===== src/rtl/mat_proc_mem_pkg.sv =====
// mat_proc_mem_pkg: shared types for the matrix-processor memory responder
package mat_proc_mem_pkg;
  localparam int MP_W = 32;
  typedef enum logic [1:0] {IDLE, RD_REQ, RD_WAIT, WR_REQ} resp_state_t;
  typedef struct packed {
    logic [MP_W-1:0] addr;
    logic [MP_W-1:0] data;
  } wb_entry_t;
endpackage


===== src/rtl/mat_proc_mem_responder_if.sv =====
// mat_proc_mem_responder_if: processor read/write port plus single-port memory bus
interface mat_proc_mem_responder_if #(
  parameter int WIDTH = 32
);
  logic             rd_req;
  logic [WIDTH-1:0] rd_addr;
  logic [WIDTH-1:0] rd_data;
  logic             rd_valid;
  logic             wr_en;
  logic [WIDTH-1:0] wr_addr;
  logic [WIDTH-1:0] wr_data;
  logic             wr_ready;
  logic             idle;
  logic             mem_req;
  logic             mem_we;
  logic [WIDTH-1:0] mem_addr;
  logic [WIDTH-1:0] mem_wdata;
  logic             mem_gnt;
  logic             mem_rvalid;
  logic [WIDTH-1:0] mem_rdata;
  modport slave (
    input  rd_req, rd_addr, wr_en, wr_addr, wr_data, mem_gnt, mem_rvalid, mem_rdata,
    output rd_data, rd_valid, wr_ready, idle, mem_req, mem_we, mem_addr, mem_wdata
  );
  modport master (
    output rd_req, rd_addr, wr_en, wr_addr, wr_data, mem_gnt, mem_rvalid, mem_rdata,
    input  rd_data, rd_valid, wr_ready, idle, mem_req, mem_we, mem_addr, mem_wdata
  );
endinterface


===== src/rtl/mat_proc_mem_wbuf.sv =====
// mat_proc_mem_wbuf: write FIFO with parallel RAW address compare
// hit_data_o comes from the youngest matching entry so forwarding returns the latest write
module mat_proc_mem_wbuf
  import mat_proc_mem_pkg::*;
#(
  parameter int DEPTH = 4
) (
  input  logic            clk,
  input  logic            rst,
  input  logic            push_i,
  input  logic            pop_i,
  input  wb_entry_t       din_i,
  input  logic [MP_W-1:0] addr_i,
  output wb_entry_t       head_o,
  output logic            empty_o,
  output logic            full_o,
  output logic            hit_o,
  output logic [MP_W-1:0] hit_data_o
);
  localparam int AW = $clog2(DEPTH);
  wb_entry_t     mem_q [DEPTH];
  logic [AW:0]   wptr_q, wptr_d, rptr_q, rptr_d, cnt;
  logic [AW-1:0] idx;
  logic          full_q, full_d;
  always_comb begin
    wptr_d = push_i ? wptr_q + 1'b1 : wptr_q;
    rptr_d = pop_i ? rptr_q + 1'b1 : rptr_q;
    full_d = (wptr_d[AW] != rptr_d[AW]) && (wptr_d[AW-1:0] == rptr_d[AW-1:0]);
  end
  // scan oldest to youngest so the last match wins
  always_comb begin
    cnt = wptr_q - rptr_q;
    hit_o = 1'b0;
    hit_data_o = '0;
    idx = '0;
    for (int k = 0; k < DEPTH; k++) begin
      idx = rptr_q[AW-1:0] + AW'(k);
      if ((AW+1)'(k) < cnt && mem_q[idx].addr == addr_i) begin
        hit_o = 1'b1;
        hit_data_o = mem_q[idx].data;
      end
    end
  end
  always_ff @(posedge clk or posedge rst) begin
    if (rst) begin
      wptr_q <= '0;
      rptr_q <= '0;
      full_q <= 1'b0;
    end else begin
      wptr_q <= wptr_d;
      rptr_q <= rptr_d;
      full_q <= full_d;
    end
  end
  always_ff @(posedge clk) begin
    if (push_i) mem_q[wptr_q[AW-1:0]] <= din_i;
  end
  assign head_o  = mem_q[rptr_q[AW-1:0]];
  assign empty_o = wptr_q == rptr_q;
  assign full_o  = full_q;
endmodule


===== src/rtl/mat_proc_mem_responder.sv =====
// mat_proc_mem_responder: buffers processor writes and arbitrates reads/writes onto one memory bus
// Define MAT_PROC_MEM_FWD_EN to serve RAW-hazard reads straight from the write buffer
module mat_proc_mem_responder
  import mat_proc_mem_pkg::*;
#(
  parameter int WIDTH    = MP_W,
  parameter int WB_DEPTH = 4
) (
  input logic clk,
  input logic rst,
  mat_proc_mem_responder_if.slave bus
);
`ifdef MAT_PROC_MEM_FWD_EN
  localparam bit FWD = 1'b1;
`else
  localparam bit FWD = 1'b0;
`endif
  resp_state_t      state_q, state_d;
  logic             rd_valid_q, rd_valid_d;
  logic [WIDTH-1:0] rd_data_q, rd_data_d;
  logic             wb_empty, wb_full, wb_hit, push, pop, rd_go, fwd, rd_ret;
  logic [WIDTH-1:0] hit_data;
  wb_entry_t        head, wr_entry;
  assign wr_entry = '{addr: bus.wr_addr, data: bus.wr_data};
  assign push     = bus.wr_en && !wb_full;
  assign pop      = state_q == WR_REQ && bus.mem_gnt;
  // the request is still held during its rd_valid cycle; don't reissue it
  assign rd_go    = bus.rd_req && !rd_valid_q;
  assign fwd      = FWD && state_q == IDLE && !wb_full && rd_go && wb_hit;
  assign rd_ret   = state_q == RD_WAIT && bus.mem_rvalid;
  mat_proc_mem_wbuf #(.DEPTH(WB_DEPTH)) u_wbuf (
    .clk       (clk),
    .rst       (rst),
    .push_i    (push),
    .pop_i     (pop),
    .din_i     (wr_entry),
    .addr_i    (bus.rd_addr),
    .head_o    (head),
    .empty_o   (wb_empty),
    .full_o    (wb_full),
    .hit_o     (wb_hit),
    .hit_data_o(hit_data)
  );
  always_ff @(posedge clk or posedge rst) begin
    if (rst) begin
      state_q    <= IDLE;
      rd_valid_q <= 1'b0;
      rd_data_q  <= '0;
    end else begin
      state_q    <= state_d;
      rd_valid_q <= rd_valid_d;
      rd_data_q  <= rd_data_d;
    end
  end
  // a full buffer outranks reads so wr_ready can recover
  always_comb begin
    state_d = state_q;
    case (state_q)
      IDLE:    state_d = wb_full ? WR_REQ :
                         (rd_go && !wb_hit) ? RD_REQ :
                         (rd_go && FWD) ? IDLE :
                         !wb_empty ? WR_REQ : IDLE;
      RD_REQ:  state_d = bus.mem_gnt ? RD_WAIT : RD_REQ;
      RD_WAIT: state_d = bus.mem_rvalid ? IDLE : RD_WAIT;
      WR_REQ:  state_d = bus.mem_gnt ? IDLE : WR_REQ;
      default: state_d = IDLE;
    endcase
  end
  always_comb begin
    rd_valid_d    = rd_ret || fwd;
    rd_data_d     = rd_ret ? bus.mem_rdata : fwd ? hit_data : rd_data_q;
    bus.mem_req   = state_q == RD_REQ || state_q == WR_REQ;
    bus.mem_we    = state_q == WR_REQ;
    bus.mem_addr  = state_q == WR_REQ ? head.addr : state_q == RD_REQ ? bus.rd_addr : '0;
    bus.mem_wdata = state_q == WR_REQ ? head.data : '0;
  end
  assign bus.rd_valid = rd_valid_q;
  assign bus.rd_data  = rd_data_q;
  assign bus.wr_ready = !wb_full;
  assign bus.idle     = wb_empty && state_q == IDLE && !bus.rd_req;
endmodule

===== src/flat_wrapper.sv =====
// flat-port wrapper written by rule: the top's interface ports become plain ports
module mat_proc_mem_responder_flat import mat_proc_mem_pkg::*;
#(
  parameter int WIDTH    = MP_W,
  parameter int WB_DEPTH = 4
)
  (clk, rst, bus_rd_req, bus_rd_addr, bus_wr_en, bus_wr_addr, bus_wr_data, bus_mem_gnt, bus_mem_rvalid, bus_mem_rdata, bus_rd_data, bus_rd_valid, bus_wr_ready, bus_idle, bus_mem_req, bus_mem_we, bus_mem_addr, bus_mem_wdata);
  mat_proc_mem_responder_if #(.WIDTH(WIDTH)) bus_i ();
  input logic clk;
  input logic rst;
  input wire logic [$bits(bus_i.rd_req)-1:0] bus_rd_req;
  input wire logic [$bits(bus_i.rd_addr)-1:0] bus_rd_addr;
  input wire logic [$bits(bus_i.wr_en)-1:0] bus_wr_en;
  input wire logic [$bits(bus_i.wr_addr)-1:0] bus_wr_addr;
  input wire logic [$bits(bus_i.wr_data)-1:0] bus_wr_data;
  input wire logic [$bits(bus_i.mem_gnt)-1:0] bus_mem_gnt;
  input wire logic [$bits(bus_i.mem_rvalid)-1:0] bus_mem_rvalid;
  input wire logic [$bits(bus_i.mem_rdata)-1:0] bus_mem_rdata;
  output wire logic [$bits(bus_i.rd_data)-1:0] bus_rd_data;
  output wire logic [$bits(bus_i.rd_valid)-1:0] bus_rd_valid;
  output wire logic [$bits(bus_i.wr_ready)-1:0] bus_wr_ready;
  output wire logic [$bits(bus_i.idle)-1:0] bus_idle;
  output wire logic [$bits(bus_i.mem_req)-1:0] bus_mem_req;
  output wire logic [$bits(bus_i.mem_we)-1:0] bus_mem_we;
  output wire logic [$bits(bus_i.mem_addr)-1:0] bus_mem_addr;
  output wire logic [$bits(bus_i.mem_wdata)-1:0] bus_mem_wdata;
  assign bus_i.rd_req = bus_rd_req;
  assign bus_i.rd_addr = bus_rd_addr;
  assign bus_i.wr_en = bus_wr_en;
  assign bus_i.wr_addr = bus_wr_addr;
  assign bus_i.wr_data = bus_wr_data;
  assign bus_i.mem_gnt = bus_mem_gnt;
  assign bus_i.mem_rvalid = bus_mem_rvalid;
  assign bus_i.mem_rdata = bus_mem_rdata;
  assign bus_rd_data = bus_i.rd_data;
  assign bus_rd_valid = bus_i.rd_valid;
  assign bus_wr_ready = bus_i.wr_ready;
  assign bus_idle = bus_i.idle;
  assign bus_mem_req = bus_i.mem_req;
  assign bus_mem_we = bus_i.mem_we;
  assign bus_mem_addr = bus_i.mem_addr;
  assign bus_mem_wdata = bus_i.mem_wdata;
  mat_proc_mem_responder #(.WIDTH(WIDTH), .WB_DEPTH(WB_DEPTH)) u_core (.clk(clk), .rst(rst), .bus(bus_i));
endmodule

===== config.mk =====
export PLATFORM = sky130hd
export DESIGN_NAME = mat_proc_mem_responder_flat
export DESIGN_NICKNAME = d
export VERILOG_FILES = /design/src/rtl/mat_proc_mem_pkg.sv /design/src/rtl/mat_proc_mem_responder_if.sv /design/src/rtl/mat_proc_mem_wbuf.sv /design/src/rtl/mat_proc_mem_responder.sv /design/src/flat_wrapper.sv
export SDC_FILE = /design/constraint.sdc
export NUM_CORES = 1
export LEC_CHECK = 0
export BUFFER_PORTS_ARGS = -buffer_cell sky130_fd_sc_hd__buf_4
export CAP_MARGIN = 20
export CORE_UTILIZATION = 30
export DETAILED_ROUTE_END_ITERATION = 16
export GPL_ROUTABILITY_DRIVEN = 0
export SYNTH_ARGS = -nofsm -noshare
export SYNTH_HDL_FRONTEND = slang
export SYNTH_SLANG_ARGS = --single-unit
export TNS_END_PERCENT = 10

===== constraint.sdc =====
create_clock -name clk -period 8.1 [get_ports clk]
set_clock_uncertainty 0.1 [all_clocks]
set_input_delay 0.405 -clock clk [delete_from_list [all_inputs] [get_ports clk]]
set_output_delay 0.405 -clock clk [all_outputs]
set_load 0.05 [all_outputs]

==> out/qor.csv <==
metric,value,unit
crit-path max cell delay,0.98,ns
DR pass1 iterations,5,
Root Driver,clkbuf_16,
nature of the critical path startpoint,flip-flop,
Post-synth top flop,edfxtp_1,
fraction of layout cells with a size suffix above 1,0.329,
syn nets,1190,
switch share,0.423,
maximum vdd drop,0.263,mV
CTS tree,yes,
Critical path buffers and inverters,1,
largest net degree at the start of global routing,132,
final core occ,0.387,
Avg Vias per Cell,5.08,
Syn Inst Count,1048,
power density over the cells,418,mW/mm^2
CTS Buffer Depth,3,
"top cells by count, synth","256 x edfxtp_1, 140 x mux4_2, 108 x nand2_1, 98 x xnor2_1, 75 x mux2i_1",
Synth Area in XOR/XNOR,0.0692,
Final Hold Fails,0,
global-route wire length before repair,66900,um
clock power share,0.186,
number of global-route vias before repair,10729,
Std-Cell Rows,84,
# DRC,0,
top-count cell post-synth,edfxtp_1,
period utilization,0.491,
Synth cell types,45,
TritonCTS Buffers,35,
leak pwr,7.44,nW
largest family of logic cells by synthesized area,multiplexers,
ANT nets after route,0,
WP data required,8.42,ns
Final #Nets,1480,
max_cap viols,0,
clk slew on worst S/H paths,0.06,ns
Yosys top cell area share,0.482,
HP Class,in -> reg,
peak fanout along the critical path,53,
final WL,45500,um
Arrival @ worst endpoint,4.30,ns
mapped cell area,0.0159,sq mm
Die X,233,um
adder-cell share of the synthesized area,0.00675,
Post-synth EDFFs,256,
sequential-to-total area share from yosys stat,0.548,
routed via count,10427,
Final min period,3.98,ns
gr usage total,0.167,
post-synthesis mux area share,0.246,
worst-margin pin slew,1.02,ns
Resized Gates After CTS,0,
# H-tree levels,2,
fraction of registers with async set/reset,0.141,
core area,0.0526,sq mm
dominant cell type by area after synthesis,edfxtp_1,
die area,0.0541,sq mm
initial antenna violation count,4,
Die Ht,233,um
clock sinks,298,
max_slew headroom,0.318,
Yosys reg bits,298,
fillers,4900,
PortBufs,234,
RSZ-0062 raised after global routing,no,
Worst Setup End Kind,flip-flop,
initial drt markers,687,
latest clock arrival within the worst-skew pair,0.55,ns
Setup CP Type,reg -> reg,
P_sw,0.00360,W
Synth Warn #,0,
Seq pwr share,0.273,
Final TNS setup,0,ns
Ports,235,
Max Slew Vio Count,0,
"Slowest-stage cell, CP",dfrtp_4,
Setup Viol. Count Final,0,
Synth Area in Simple Gates,0.0773,
"Avg Cell Area, Syn",15.2,sq um
Top delay family on crit path,flip-flops,
top cells by area in the synthesized netlist,"edfxtp_1 48%, mux4_2 20%, dfrtp_1 6.6%",
combinational share of power,0.541,
CP cell instances,ha_4 > buf_4 > mux2i_1 > and2_1 > a211oi_1 > a311o_1 > nor4_1 > o2111ai_1 > o21ai_0 > o31ai_1,
Overflow after GRT,0,
status,finished clean,
Area growth syn-to-layout,27.7,%
Starting Density,0.303,
Int Pwr,0.00491,W
post-DR wirelength/cell,22.2,um
f_max,0.251,GHz
HPWL after DPL,31700,um
Synth Area in Compound Gates,0.0205,
## cells by family after synthesis
family | count (synthesis)
flops | 298
simple gates | 248
mux | 217
xor+xnor | 126
buf+inv | 105
compound gates | 46
fa+ha+maj | 8
## layout by cell type, fill, tap and decap left out, types with 3 or more instances in the layout
| cell type | synthesis | layout |
|---|---|---|
| a211oi_1 | 3 | 3 |
| a21oi_1 | 8 | 8 |
| a221oi_1 | 3 | 3 |
| and2_1 | 38 | 35 |
| and2_4 | 0 | 3 |
| buf_4 | 6 | 246 |
| bufinv_16 | 0 | 4 |
| clkbuf_1 | 52 | 10 |
| clkbuf_16 | 0 | 36 |
| clkinv_2 | 0 | 4 |
| clkinv_4 | 0 | 3 |
| dfrtp_1 | 42 | 39 |
| dlygate4sd3_1 | 0 | 97 |
| edfxtp_1 | 256 | 256 |
| ha_1 | 7 | 6 |
| inv_1 | 12 | 11 |
| inv_2 | 2 | 3 |
| mux2i_1 | 75 | 75 |
| mux4_2 | 140 | 140 |
| nand2_1 | 108 | 108 |
| nand3_1 | 8 | 8 |
| nand4_1 | 22 | 22 |
| nor2_1 | 11 | 11 |
| nor2b_1 | 37 | 37 |
| nor3_1 | 11 | 11 |
| nor4_1 | 9 | 9 |
| o21ai_0 | 7 | 7 |
| o22ai_1 | 4 | 4 |
| xnor2_1 | 98 | 98 |
| xor2_1 | 28 | 28 |
## metal layers
layer	vias up	GRT usage	wire (um)
li1	4596	-	-
met1	5335	0.207	17900
met2	402	0.278	22700
met3	90	0.0422	3400
met4	4	0.0658	1490
met5	-	0	31
## power groups by stage
stage / registers, W / logic, W / clock network, W
6_report: 0.00233 / 0.00460 / 0.00158
5_1_grt: 0.00237 / 0.00489 / 0.00168
4_1_cts: 0.00233 / 0.00466 / 0.00163
3_5_place_dp: 0.00236 / 0.00460 / 0
3_3_place_gp: 0.00234 / 0.00459 / 0
2_1_floorplan: 0.00245 / 0.00328 / 0
## worst min-delay path, stage by stage
cell	delay (ns)
buf_4	0.13
nand3_1	0.08
xnor2_1	0.09
## registers in the layout, indices dropped and copies added, names as in the netlist
| name | cells |
|---|---|
| u_core.state_q | 2 |
| u_core.u_wbuf.rptr_q | 3 |
| u_core.bus.rd_data | 32 |
| u_core.u_wbuf.mem_q | 256 |
| u_core.bus.rd_valid | 1 |
| u_core.u_wbuf.full_o | 1 |
| u_core.u_wbuf.wptr_q | 3 |
## worst paths after layout
path	end	cells after the start	from	slack [ns]
setup / recovery	u_core.state_q[0]	10	u_core.u_wbuf.rptr_q[1]	4.12
hold / removal	u_core.u_wbuf.rptr_q[2]	3	bus_mem_gnt	0.12
setup reg to reg	u_core.state_q[0]	10	u_core.u_wbuf.rptr_q[1]	4.12
hold reg to reg	u_core.bus.rd_data[4]	2	u_core.bus.rd_data[4]	0.37
max in group asynchronous	u_core.u_wbuf.rptr_q[0]	4	rst	6.95
min in group asynchronous	u_core.bus.rd_data[15]	4	rst	0.49
## layout make-up
cell class / count / area [sq um] / area share
tap: 688 / 861 / 0.0423
inverter: 14 / 52.6 / 0.00258
sequential: 298 / 8750 / 0.430
antenna: 2 / 5.00 / 0.000246
clock inverter: 14 / 200 / 0.00983
clock buffer: 46 / 938 / 0.0461
multi-input combinational: 645 / 6720 / 0.330
timing repair buffer: 344 / 2840 / 0.139
## metrics by stage
stage / setup WS, ns / std cells / area, sq um / hold WS, ns / power, W
after floorplan: 4.83 / 1048 / 15900 / 0.404 / 0.00573
after detailed placement: 4.10 / 1892 / 18200 / 0.363 / 0.00696
after global routing: 3.81 / 2051 / 20400 / 0.139 / 0.00894
after global placement: 4.14 / 1892 / 18200 / 0.360 / 0.00693
after CTS: 4.03 / 2049 / 20400 / 0.0761 / 0.00861
final: 4.12 / 2051 / 20400 / 0.116 / 0.00851
## repair_timing
action                    4_1_cts  5_1_grt
hold endpoints to repair      330        0
hold buffers                   97        0
setup buffers                   0        0
No activity file was read; power rests on OpenSTA's default activity.
